==> src/rtl/basic_and_arb_pkg.sv <==
// rtl/basic_and_arb_pkg.sv - shared state type and sizing helpers for basic_and_arbiter
package basic_and_arb_pkg;

  typedef enum logic [1:0] {
    IDLE    = 2'd0,
    HOLD    = 2'd1,
    CAPTURE = 2'd2,
    RESP    = 2'd3
  } arb_state_t;

  localparam int HOLD_W = 4;

  function automatic int idx_w(input int n);
    return (n > 1) ? $clog2(n) : 1;
  endfunction

endpackage

==> src/rtl/basic_and_arbiter_if.sv <==
// rtl/basic_and_arbiter_if.sv - requester, response and cell signals of basic_and_arbiter
interface basic_and_arbiter_if #(
  parameter int NUM_REQ = 4
);
  import basic_and_arb_pkg::*;

  localparam int IDX_W = idx_w(NUM_REQ);

  logic [NUM_REQ-1:0] req_valid;
  logic [NUM_REQ-1:0] req_a;
  logic [NUM_REQ-1:0] req_b;
  logic [NUM_REQ-1:0] req_ready;
  logic [NUM_REQ-1:0] rsp_valid;
  logic               rsp_data;
  logic [NUM_REQ-1:0] rsp_ready;
  logic               cell_a;
  logic               cell_b;
  logic               cell_out;
  logic [IDX_W-1:0]   grant_idx;
  logic               busy;
  logic [15:0]        done_count;

  modport master (
    output req_valid, req_a, req_b, rsp_ready, cell_out,
    input  req_ready, rsp_valid, rsp_data, cell_a, cell_b, grant_idx, busy, done_count
  );

  modport slave (
    input  req_valid, req_a, req_b, rsp_ready, cell_out,
    output req_ready, rsp_valid, rsp_data, cell_a, cell_b, grant_idx, busy, done_count
  );

endinterface

==> src/rtl/basic_and_arbiter_picker.sv <==
// rtl/basic_and_arbiter_picker.sv - cyclic first-set search over req_valid starting at rr_ptr
module and_rr_picker
  import basic_and_arb_pkg::*;
#(
  parameter  int NUM_REQ = 4,
  localparam int IDX_W   = idx_w(NUM_REQ)
) (
  input  logic [NUM_REQ-1:0] req_valid,
  input  logic [IDX_W-1:0]   rr_ptr,
  output logic               hit,
  output logic [IDX_W-1:0]   idx
);

  logic [2*NUM_REQ-1:0] doubled;
  logic [NUM_REQ-1:0]   rotated;
  logic [IDX_W:0]       offset;
  logic [IDX_W:0]       sum;

  // Rotating right by rr_ptr turns the cyclic search into a plain lowest-set-bit search.
  always_comb begin
    doubled = {req_valid, req_valid};
    rotated = NUM_REQ'(doubled >> rr_ptr);
    hit     = |rotated;
    offset  = '0;
    for (int i = NUM_REQ - 1; i >= 0; i--) begin
      if (rotated[i]) offset = (IDX_W+1)'(i);
    end
    sum = {1'b0, rr_ptr} + offset;
    if (sum >= (IDX_W+1)'(NUM_REQ)) sum = sum - (IDX_W+1)'(NUM_REQ);
    idx = sum[IDX_W-1:0];
  end

endmodule

==> src/rtl/basic_and_arbiter.sv <==
// rtl/basic_and_arbiter.sv - round-robin sequencer sharing one basic_and cell among requesters
module basic_and_arbiter
  import basic_and_arb_pkg::*;
#(
  parameter int NUM_REQ     = 4,
  parameter int HOLD_CYCLES = 1
) (
  input logic               clk,
  input logic               rst_n,
  basic_and_arbiter_if.slave bus
);

  localparam int IDX_W = idx_w(NUM_REQ);

  arb_state_t         state;
  logic [HOLD_W-1:0]  hold_cnt;
  logic [IDX_W-1:0]   rr_ptr;
  logic [IDX_W-1:0]   grant_q;
  logic [IDX_W-1:0]   pick_idx;
  logic               pick_hit;
  logic [NUM_REQ-1:0] rsp_valid_q;
  logic               rsp_data_q;
  logic               cell_a_q;
  logic               cell_b_q;
  logic               busy_q;
  logic [15:0]        done_q;

  and_rr_picker #(.NUM_REQ(NUM_REQ)) u_picker (
    .req_valid (bus.req_valid),
    .rr_ptr    (rr_ptr),
    .hit       (pick_hit),
    .idx       (pick_idx)
  );

  // Accept must land in the same IDLE cycle the operands are registered, so it stays
  // combinational; rst_n gating keeps it silent while reset is held.
  assign bus.req_ready = (rst_n && state == IDLE && pick_hit) ? (NUM_REQ'(1) << pick_idx) : '0;

  assign bus.rsp_valid  = rsp_valid_q;
  assign bus.rsp_data   = rsp_data_q;
  assign bus.cell_a     = cell_a_q;
  assign bus.cell_b     = cell_b_q;
  assign bus.grant_idx  = grant_q;
  assign bus.busy       = busy_q;
  assign bus.done_count = done_q;

  always_ff @(posedge clk or negedge rst_n) begin
    if (!rst_n) begin
      state       <= IDLE;
      hold_cnt    <= '0;
      rr_ptr      <= '0;
      grant_q     <= '0;
      rsp_valid_q <= '0;
      rsp_data_q  <= 1'b0;
      cell_a_q    <= 1'b0;
      cell_b_q    <= 1'b0;
      busy_q      <= 1'b0;
      done_q      <= '0;
    end else begin
      case (state)
        IDLE: begin
          if (pick_hit) begin
            cell_a_q <= bus.req_a[pick_idx];
            cell_b_q <= bus.req_b[pick_idx];
            grant_q  <= pick_idx;
            hold_cnt <= HOLD_W'(HOLD_CYCLES);
            busy_q   <= 1'b1;
            state    <= HOLD;
          end
        end
        HOLD: begin
          hold_cnt <= hold_cnt - 1'b1;
          if (hold_cnt == HOLD_W'(1)) state <= CAPTURE;
        end
        CAPTURE: begin
          // cell_out already reflects the operands registered at the last HOLD edge.
          rsp_data_q  <= bus.cell_out;
          rsp_valid_q <= NUM_REQ'(1) << grant_q;
          state       <= RESP;
        end
        RESP: begin
          if (bus.rsp_ready[grant_q]) begin
            rsp_valid_q <= '0;
            done_q      <= done_q + 16'd1;
            rr_ptr      <= (grant_q == IDX_W'(NUM_REQ - 1)) ? '0 : grant_q + 1'b1;
            busy_q      <= 1'b0;
            state       <= IDLE;
          end
        end
        default: state <= IDLE;
      endcase
    end
  end

endmodule

==> src/flat_wrapper.sv <==
// flat-port wrapper written by rule: the top's interface ports become plain ports
module basic_and_arbiter_flat import basic_and_arb_pkg::*;
#(
  parameter int NUM_REQ     = 4,
  parameter int HOLD_CYCLES = 1
)
  (clk, rst_n, bus_req_valid, bus_req_a, bus_req_b, bus_rsp_ready, bus_cell_out, bus_req_ready, bus_rsp_valid, bus_rsp_data, bus_cell_a, bus_cell_b, bus_grant_idx, bus_busy, bus_done_count);
  basic_and_arbiter_if #(.NUM_REQ(NUM_REQ)) bus_i ();
  input logic clk;
  input logic rst_n;
  input wire logic [$bits(bus_i.req_valid)-1:0] bus_req_valid;
  input wire logic [$bits(bus_i.req_a)-1:0] bus_req_a;
  input wire logic [$bits(bus_i.req_b)-1:0] bus_req_b;
  input wire logic [$bits(bus_i.rsp_ready)-1:0] bus_rsp_ready;
  input wire logic [$bits(bus_i.cell_out)-1:0] bus_cell_out;
  output wire logic [$bits(bus_i.req_ready)-1:0] bus_req_ready;
  output wire logic [$bits(bus_i.rsp_valid)-1:0] bus_rsp_valid;
  output wire logic [$bits(bus_i.rsp_data)-1:0] bus_rsp_data;
  output wire logic [$bits(bus_i.cell_a)-1:0] bus_cell_a;
  output wire logic [$bits(bus_i.cell_b)-1:0] bus_cell_b;
  output wire logic [$bits(bus_i.grant_idx)-1:0] bus_grant_idx;
  output wire logic [$bits(bus_i.busy)-1:0] bus_busy;
  output wire logic [$bits(bus_i.done_count)-1:0] bus_done_count;
  assign bus_i.req_valid = bus_req_valid;
  assign bus_i.req_a = bus_req_a;
  assign bus_i.req_b = bus_req_b;
  assign bus_i.rsp_ready = bus_rsp_ready;
  assign bus_i.cell_out = bus_cell_out;
  assign bus_req_ready = bus_i.req_ready;
  assign bus_rsp_valid = bus_i.rsp_valid;
  assign bus_rsp_data = bus_i.rsp_data;
  assign bus_cell_a = bus_i.cell_a;
  assign bus_cell_b = bus_i.cell_b;
  assign bus_grant_idx = bus_i.grant_idx;
  assign bus_busy = bus_i.busy;
  assign bus_done_count = bus_i.done_count;
  basic_and_arbiter #(.NUM_REQ(NUM_REQ), .HOLD_CYCLES(HOLD_CYCLES)) u_core (.clk(clk), .rst_n(rst_n), .bus(bus_i));
endmodule
==> config.mk <==
export PLATFORM = sky130hd
export DESIGN_NAME = basic_and_arbiter_flat
export DESIGN_NICKNAME = d
export VERILOG_FILES = /design/src/rtl/basic_and_arb_pkg.sv /design/src/rtl/basic_and_arbiter_if.sv /design/src/rtl/basic_and_arbiter_picker.sv /design/src/rtl/basic_and_arbiter.sv /design/src/flat_wrapper.sv
export SDC_FILE = /design/constraint.sdc
export NUM_CORES = 1
export LEC_CHECK = 0
export CORE_MARGIN = 1.5
export CORE_UTILIZATION = 44
export CTS_CLUSTER_SIZE = 28
export DETAILED_ROUTE_END_ITERATION = 8
export HOLD_SLACK_MARGIN = 0.12
export PLACE_DENSITY = 0.75
export SLEW_MARGIN = 20
export SYNTH_ARGS = -nofsm -noshare
export SYNTH_HDL_FRONTEND = slang
export SYNTH_SLANG_ARGS = --single-unit
==> constraint.sdc <==
create_clock -name clk -period 2.4 [get_ports clk]
set_input_delay 0.48 -clock clk [delete_from_list [all_inputs] [get_ports clk]]
set_output_delay 0.48 -clock clk [all_outputs]
set_load 0.02 [all_outputs]
==> flow_metrics.env, run 1 <==
export IMPL_status="complete, but fails checks"
export IMPL_violations="negative setup slack"
export IMPL_num_vias=1726
export IMPL_syn_num_nets=227
export IMPL_total_power_mw=3.59
export IMPL_drive_gt1_share_pct=24.3
export IMPL_die_x_microns=70.1
export IMPL_yosysMostFrequentCell="dfrtp_1"
export IMPL_drc=0
export IMPL_total_leakage_power_nw=1.31
export IMPL_dp_slack_ns=-1.14
export IMPL_grt_ovfl_total=0
export IMPL_fin_nets=307
export IMPL_syn_inst=195
export IMPL_clk_pin_slew_ns=0.07
export IMPL_synth_warnings=0
export IMPL_core_area_sq_um=4350
export IMPL_syn_cell_area_sq_um=1980
export IMPL_hold_ws_ns=0.479
export IMPL_skew_ns=0.00475
export IMPL_yosysTopAreaCellShare_pct=42.9
export IMPL_worst_slack_ns=-0.480
export IMPL_ys_seq_area_share_pct=42.9
export IMPL_max_freq_mhz=347
export IMPL_peakVddDrop_mv=0.668
export IMPL_wire_per_inst_microns=14.0
export IMPL_synth_cell_type_count=40
export IMPL_fin_crit_ns=2.88
export IMPL_synth_main_ff_cell="dfrtp_1"
export IMPL_synthArstFlopShare_pct=100
export IMPL_gp_congestion=0.820
export IMPL_synth_edf_count=0
export IMPL_hpwlAfterDp_microns=3370
export IMPL_cts_hold_repair_buffers=0
export IMPL_first_pass_iters=4
export IMPL_syn_area_per_cell_sq_um=10.2
export IMPL_placedCellCount=315
export IMPL_cts_tree="built"
export IMPL_cts_max_path_buffers=2
export IMPL_grt_pass1_wl_microns=7730
export IMPL_drt_total_wl_microns=4590
export IMPL_clkLatencyLatePin_ns=0.28
export IMPL_htree_levels=2
export IMPL_dieArea_sq_um=4920
export IMPL_die_h_microns=70.1
export IMPL_num_rows=24
export IMPL_setup_violations=4
export IMPL_cp_end_kind="output pin"
export IMPL_hold_path_class="reg2reg"
export IMPL_critPathRequiredTime_ns=1.92
export IMPL_clock_root_buffer="clkbuf_8"
export IMPL_antenna_found_initial=0
export IMPL_grt_max_degree=29
export IMPL_critPathLaunchType="input pin"
export IMPL_synth_area_leaders="dfrtp_1, ha_1, xnor2_1"
export IMPL_antenna_cells=0
export IMPL_io_pins=49
export IMPL_grtUsageTotal_pct=19.5
export IMPL_rsz0062_at_grt="yes"
export IMPL_synth_top_area_cell="dfrtp_1"
export IMPL_final_max_slew_viol_count=0
export IMPL_cp_arrival_ns=2.40
export IMPL_io_buffers=48
export IMPL_path_max_fanout=5
export IMPL_maxCapViolCount=0
export IMPL_drtIter0Drc=43
export IMPL_worst_slew_pin_slew_ns=0.460
export IMPL_worstSetupPathType="in2out"
export IMPL_synth_seq_cells=34
export IMPL_p_per_area_nw_per_um2=1200
export IMPL_finalHoldViolCount=0
export IMPL_areaGrowthSynthToFinish_pct=51.4
export IMPL_grt_pass1_vias=1724
export IMPL_synth_commonest_cells="dfrtp_1, nand2_1, ha_1, xnor2_1, nand3_1"
export IMPL_slew_headroom_pct=69.4
export IMPL_ant_nets=0
export IMPL_finalCritPeriodShare_pct=120
export IMPL_final_cells=328
export IMPL_cts_buffers=5
export IMPL_vias_per_cell=5.26
export IMPL_layout_core_utilization_pct=69.0
export IMPL_cts_sinks=34
export IMPL_initial_core_util_pct=45.5
-- cells by family after synthesis --
kind of cell	share of synthesized area, %
AOI/OAI and AO/OA	10.9
xor gates and xnor gates	7.51
adders and majority gates	8.20
buffers and inverters	2.21
DFF	42.9
muxes	7.70
and+or+nand+nor	20.6
-- worst paths after layout --
| check | slack (ns) | startpoint | end | cells past startpoint |
|---|---|---|---|---|
| hold / removal | 0.48 | u_core.bus.done_count[15] | u_core.bus.done_count[15] | 1 |
| hold reg to reg | 0.48 | u_core.bus.done_count[15] | u_core.bus.done_count[15] | 1 |
| setup / recovery | -0.48 | bus_req_valid[0] | bus_req_ready[0] | 11 |
| setup reg to reg | 0.06 | u_core.rr_ptr[0] | u_core.bus.cell_b | 11 |
| max in group asynchronous | 1.38 | rst_n | u_core.bus.done_count[1] | 2 |
| min in group asynchronous | 0.64 | rst_n | u_core.bus.grant_idx[0] | 2 |
-- critical path, stage by stage --
cell and delay [ns]:
dlygate4sd2_1 0.25, buf_4 0.15, nor2_1 0.12, o21ai_0 0.12, o221ai_2 0.21, ha_4 0.24
xor2_4 0.19, a21oi_4 0.07, buf_6 0.14, nor4_4 0.25, buf_4 0.18
-- state kept, by name (all words and copies together) (netlist names) --
name,cells
u_core.bus.rsp_valid,4
u_core.bus.cell_b,1
u_core.bus.cell_a,1
u_core.rr_ptr,2
u_core.bus.busy,1
u_core.bus.grant_idx,2
u_core.state,2
u_core.hold_cnt,4
u_core.bus.rsp_data,1
u_core.bus.done_count,16
-- repair_timing --
item | 4_1_cts | 5_1_grt
endpoints found under the setup margin | 6 | 6
setup buffers | 5 | 0
pin swaps | 6 | 10
gates resized for setup | 32 | 12
-- power breakdown --
group,internal [mW],switching [mW]
sequential,0.744,0.156
clock,0.231,0.203
combinational,1.13,1.13
-- cells in the final DEF, fill, tap and decap left out, types with 4 or more instances in the layout --
| cell | instances |
|---|---|
| o22ai_1 | 4 |
| buf_6 | 6 |
| clkbuf_8 | 6 |
| clkdlybuf4s50_1 | 40 |
| ha_1 | 12 |
| nand3_1 | 11 |
| xnor2_1 | 12 |
| o21ai_0 | 5 |
| inv_1 | 6 |
| nor2_1 | 7 |
| nor3_4 | 5 |
| nor2b_1 | 4 |
| buf_4 | 28 |
| dfrtp_1 | 34 |
| mux2i_1 | 7 |
| nand2_1 | 29 |
-- per-stage QoR --
step	setup TNS, ns	cell area [sq um]
after floorplan	-0.294	2090
after CTS	-1.50	2950
after global routing	-1.95	3000
after global placement	-5.12	2790
final	-1.50	3000
after detailed placement	-5.48	2790
-- layout make-up --
type,instances,area [sq um]
clock buffer,7,86.3
clock inverter,1,5.00
fill,340,1350
inverter,6,22.5
multi-input combinational,150,1260
sequential,34,851
tap,52,65.1
timing repair buffer,78,709
-- layer usage --
layer  global-route usage [%]  vias to the layer above  wire length, microns
li1                         -                      849                     -
met1                     24.3                      821                  2070
met2                     32.8                       52                  2220
met3                     5.19                        4                   265
met4                     6.41                        0                    37
met5                        0                        -                     0
Power figures use the tool's default switching activity.
==> run 2: changes to the inputs <==
--- a/config.mk
+++ b/config.mk
@@ -15,3 +15,4 @@
 export SYNTH_ARGS = -nofsm -noshare
 export SYNTH_HDL_FRONTEND = slang
 export SYNTH_SLANG_ARGS = --single-unit
+export TNS_END_PERCENT = 5
==> run 2 against run 1 <==
Net effect: the flow still finishes with violations (negative setup slack); non-clock buffer count fell by 10; worst setup slack gained 0.066 ns; final cell count is 3.4% lower; final area fell by 5.2%; largest power group unchanged; highest routed layer unchanged.
==> flow_metrics.env, run 2 (same netlist as run 1, synthesis figures left out) <==
export IMPL_status="complete, but fails checks"
export IMPL_violations="negative setup slack"
export IMPL_vias_per_cell=5.24
export IMPL_drtIter0Drc=120
export IMPL_fin_nets=297
export IMPL_layout_core_utilization_pct=65.4
export IMPL_worst_slew_pin_slew_ns=0.435
export IMPL_r2r_end="u_core.bus.cell_a"
export IMPL_met3_usage_pct=5.48
export IMPL_first_pass_iters=4
export IMPL_grt_pass1_vias=1661
export IMPL_num_vias=1662
export IMPL_hold_end="u_core.bus.done_count[15]"
export IMPL_initial_core_util_pct=45.5
export IMPL_cp_arrival_ns=2.33
export IMPL_cts_tree="built"
export IMPL_clk_pin_slew_ns=0.07
export IMPL_path_max_fanout=4
export IMPL_die_x_microns=70.1
export IMPL_fin_crit_ns=2.81
export IMPL_worst_slack_ns=-0.414
export IMPL_cts_buffers=5
export IMPL_num_rows=24
export IMPL_finalCritPeriodShare_pct=117
export IMPL_grt_ovfl_total=0
export IMPL_antenna_cells=0
export IMPL_setup_violations=5
export IMPL_core_area_sq_um=4350
export IMPL_dp_slack_ns=-1.16
export IMPL_ant_nets=0
export IMPL_finalHoldViolCount=0
export IMPL_largest_reg_flops=16
export IMPL_clock_root_buffer="clkbuf_8"
export IMPL_hpwlAfterDp_microns=3200
export IMPL_maxCapViolCount=0
export IMPL_dieArea_sq_um=4920
export IMPL_final_max_slew_viol_count=0
export IMPL_slew_headroom_pct=71.0
export IMPL_hold_ws_ns=0.470
export IMPL_total_leakage_power_nw=1.25
export IMPL_top_usage_layer="met2"
export IMPL_p_per_area_nw_per_um2=1150
export IMPL_grt_pass1_wl_microns=7370
export IMPL_wire_per_inst_microns=13.5
export IMPL_clkLatencyLatePin_ns=0.29
export IMPL_grt_util_met2_pct=32.2
export IMPL_holdCritStartpoint="u_core.bus.done_count[15]"
export IMPL_setup_tns_ns=-1.55
export IMPL_final_common_cell="clkdlybuf4s50_1"
export IMPL_worstSetupPathType="reg2out"
export IMPL_peakVddDrop_mv=0.781
export IMPL_die_h_microns=70.1
export IMPL_drt_total_wl_microns=4270
export IMPL_final_area_sq_um=2850
export IMPL_io_buffers=48
export IMPL_cp_end_kind="output pin"
export IMPL_htree_levels=2
export IMPL_met1_usage_pct=23.5
export IMPL_critPathLaunchType="flop"
export IMPL_r2r_cells=11
export IMPL_grt_max_degree=31
export IMPL_rsz0062_at_grt="yes"
export IMPL_r2r_start="u_core.rr_ptr[0]"
export IMPL_drive_gt1_share_pct=20.4
export IMPL_placedCellCount=309
export IMPL_gp_congestion=0.806
export IMPL_cts_sinks=34
export IMPL_antenna_found_initial=0
export IMPL_total_power_mw=3.26
export IMPL_placed_cell_area_sq_um=2690
export IMPL_skew_ns=0.00401
export IMPL_max_freq_mhz=355
export IMPL_areaGrowthSynthToFinish_pct=43.5
export IMPL_io_pins=49
export IMPL_min_path_cells=1
export IMPL_grtUsageTotal_pct=19.3
export IMPL_final_cell_mix="clkdlybuf4s50_1, dfrtp_1, nand2_1, buf_4"
export IMPL_critPathRequiredTime_ns=1.92
export IMPL_final_cells=317
export IMPL_drc=0
export IMPL_hold_path_class="reg2reg"
export IMPL_cts_max_path_buffers=2
export IMPL_r2r_slack_ns=-0.06
run 2: worst max-delay path, stage by stage (launching register included):
cell	delay, ns
dfrtp_1	0.43
nor2b_1	0.15
a221o_1	0.30
nand2_1	0.08
o221ai_2	0.11
ha_4	0.21
xnor2_2	0.16
nor3_4	0.24
buf_4	0.18
nor3_2	0.04
buf_4	0.15
run 2: power breakdown:
group          switching [mW]  internal [mW]
sequential              0.164          0.744
clock                   0.199          0.194
combinational            1.01          0.954
total                    1.37           1.89
run 2: area by class of cell:
cell class / count / area [sq um]
clock buffers: 5 / 68.8
clock inverters: 2 / 10.0
fillers: 358 / 1510
inverters: 6 / 22.5
multi-input cells: 150 / 1200
flip-flops and latches: 34 / 851
well taps: 52 / 65.1
repair buffers: 68 / 627
run 2: what timing repair did:
action	CTS	global route
gates cloned	0	0
pin swaps	4	6
resized for setup	34	6
setup endpoints to repair	6	6
setup buffers	1	0
hold buffers	0	0
run 2: per-layer routing:
metal	part of all wire, %	up-vias	wire length (microns)
li1	-	832	-
met1	45	788	1910
met2	50	36	2120
met3	3.7	6	156
met4	1.8	0	77
met5	0	-	0
run 2: how the worst max path moves through the flow:
| stage | start | end | slack [ns] | cells past startpoint |
|---|---|---|---|---|
| final | u_core.rr_ptr[0] | bus_req_ready[1] | -0.41 | 10 |
| after global routing | u_core.rr_ptr[0] | bus_req_ready[1] | -0.54 | 10 |
| after CTS | u_core.rr_ptr[0] | bus_req_ready[1] | -0.41 | 11 |
| after detailed placement | bus_req_valid[0] | bus_req_ready[2] | -1.16 | 11 |
| after global placement | bus_req_valid[0] | bus_req_ready[2] | -1.09 | 11 |
| after floorplan | u_core.rr_ptr[0] | bus_req_ready[1] | -0.16 | 9 |
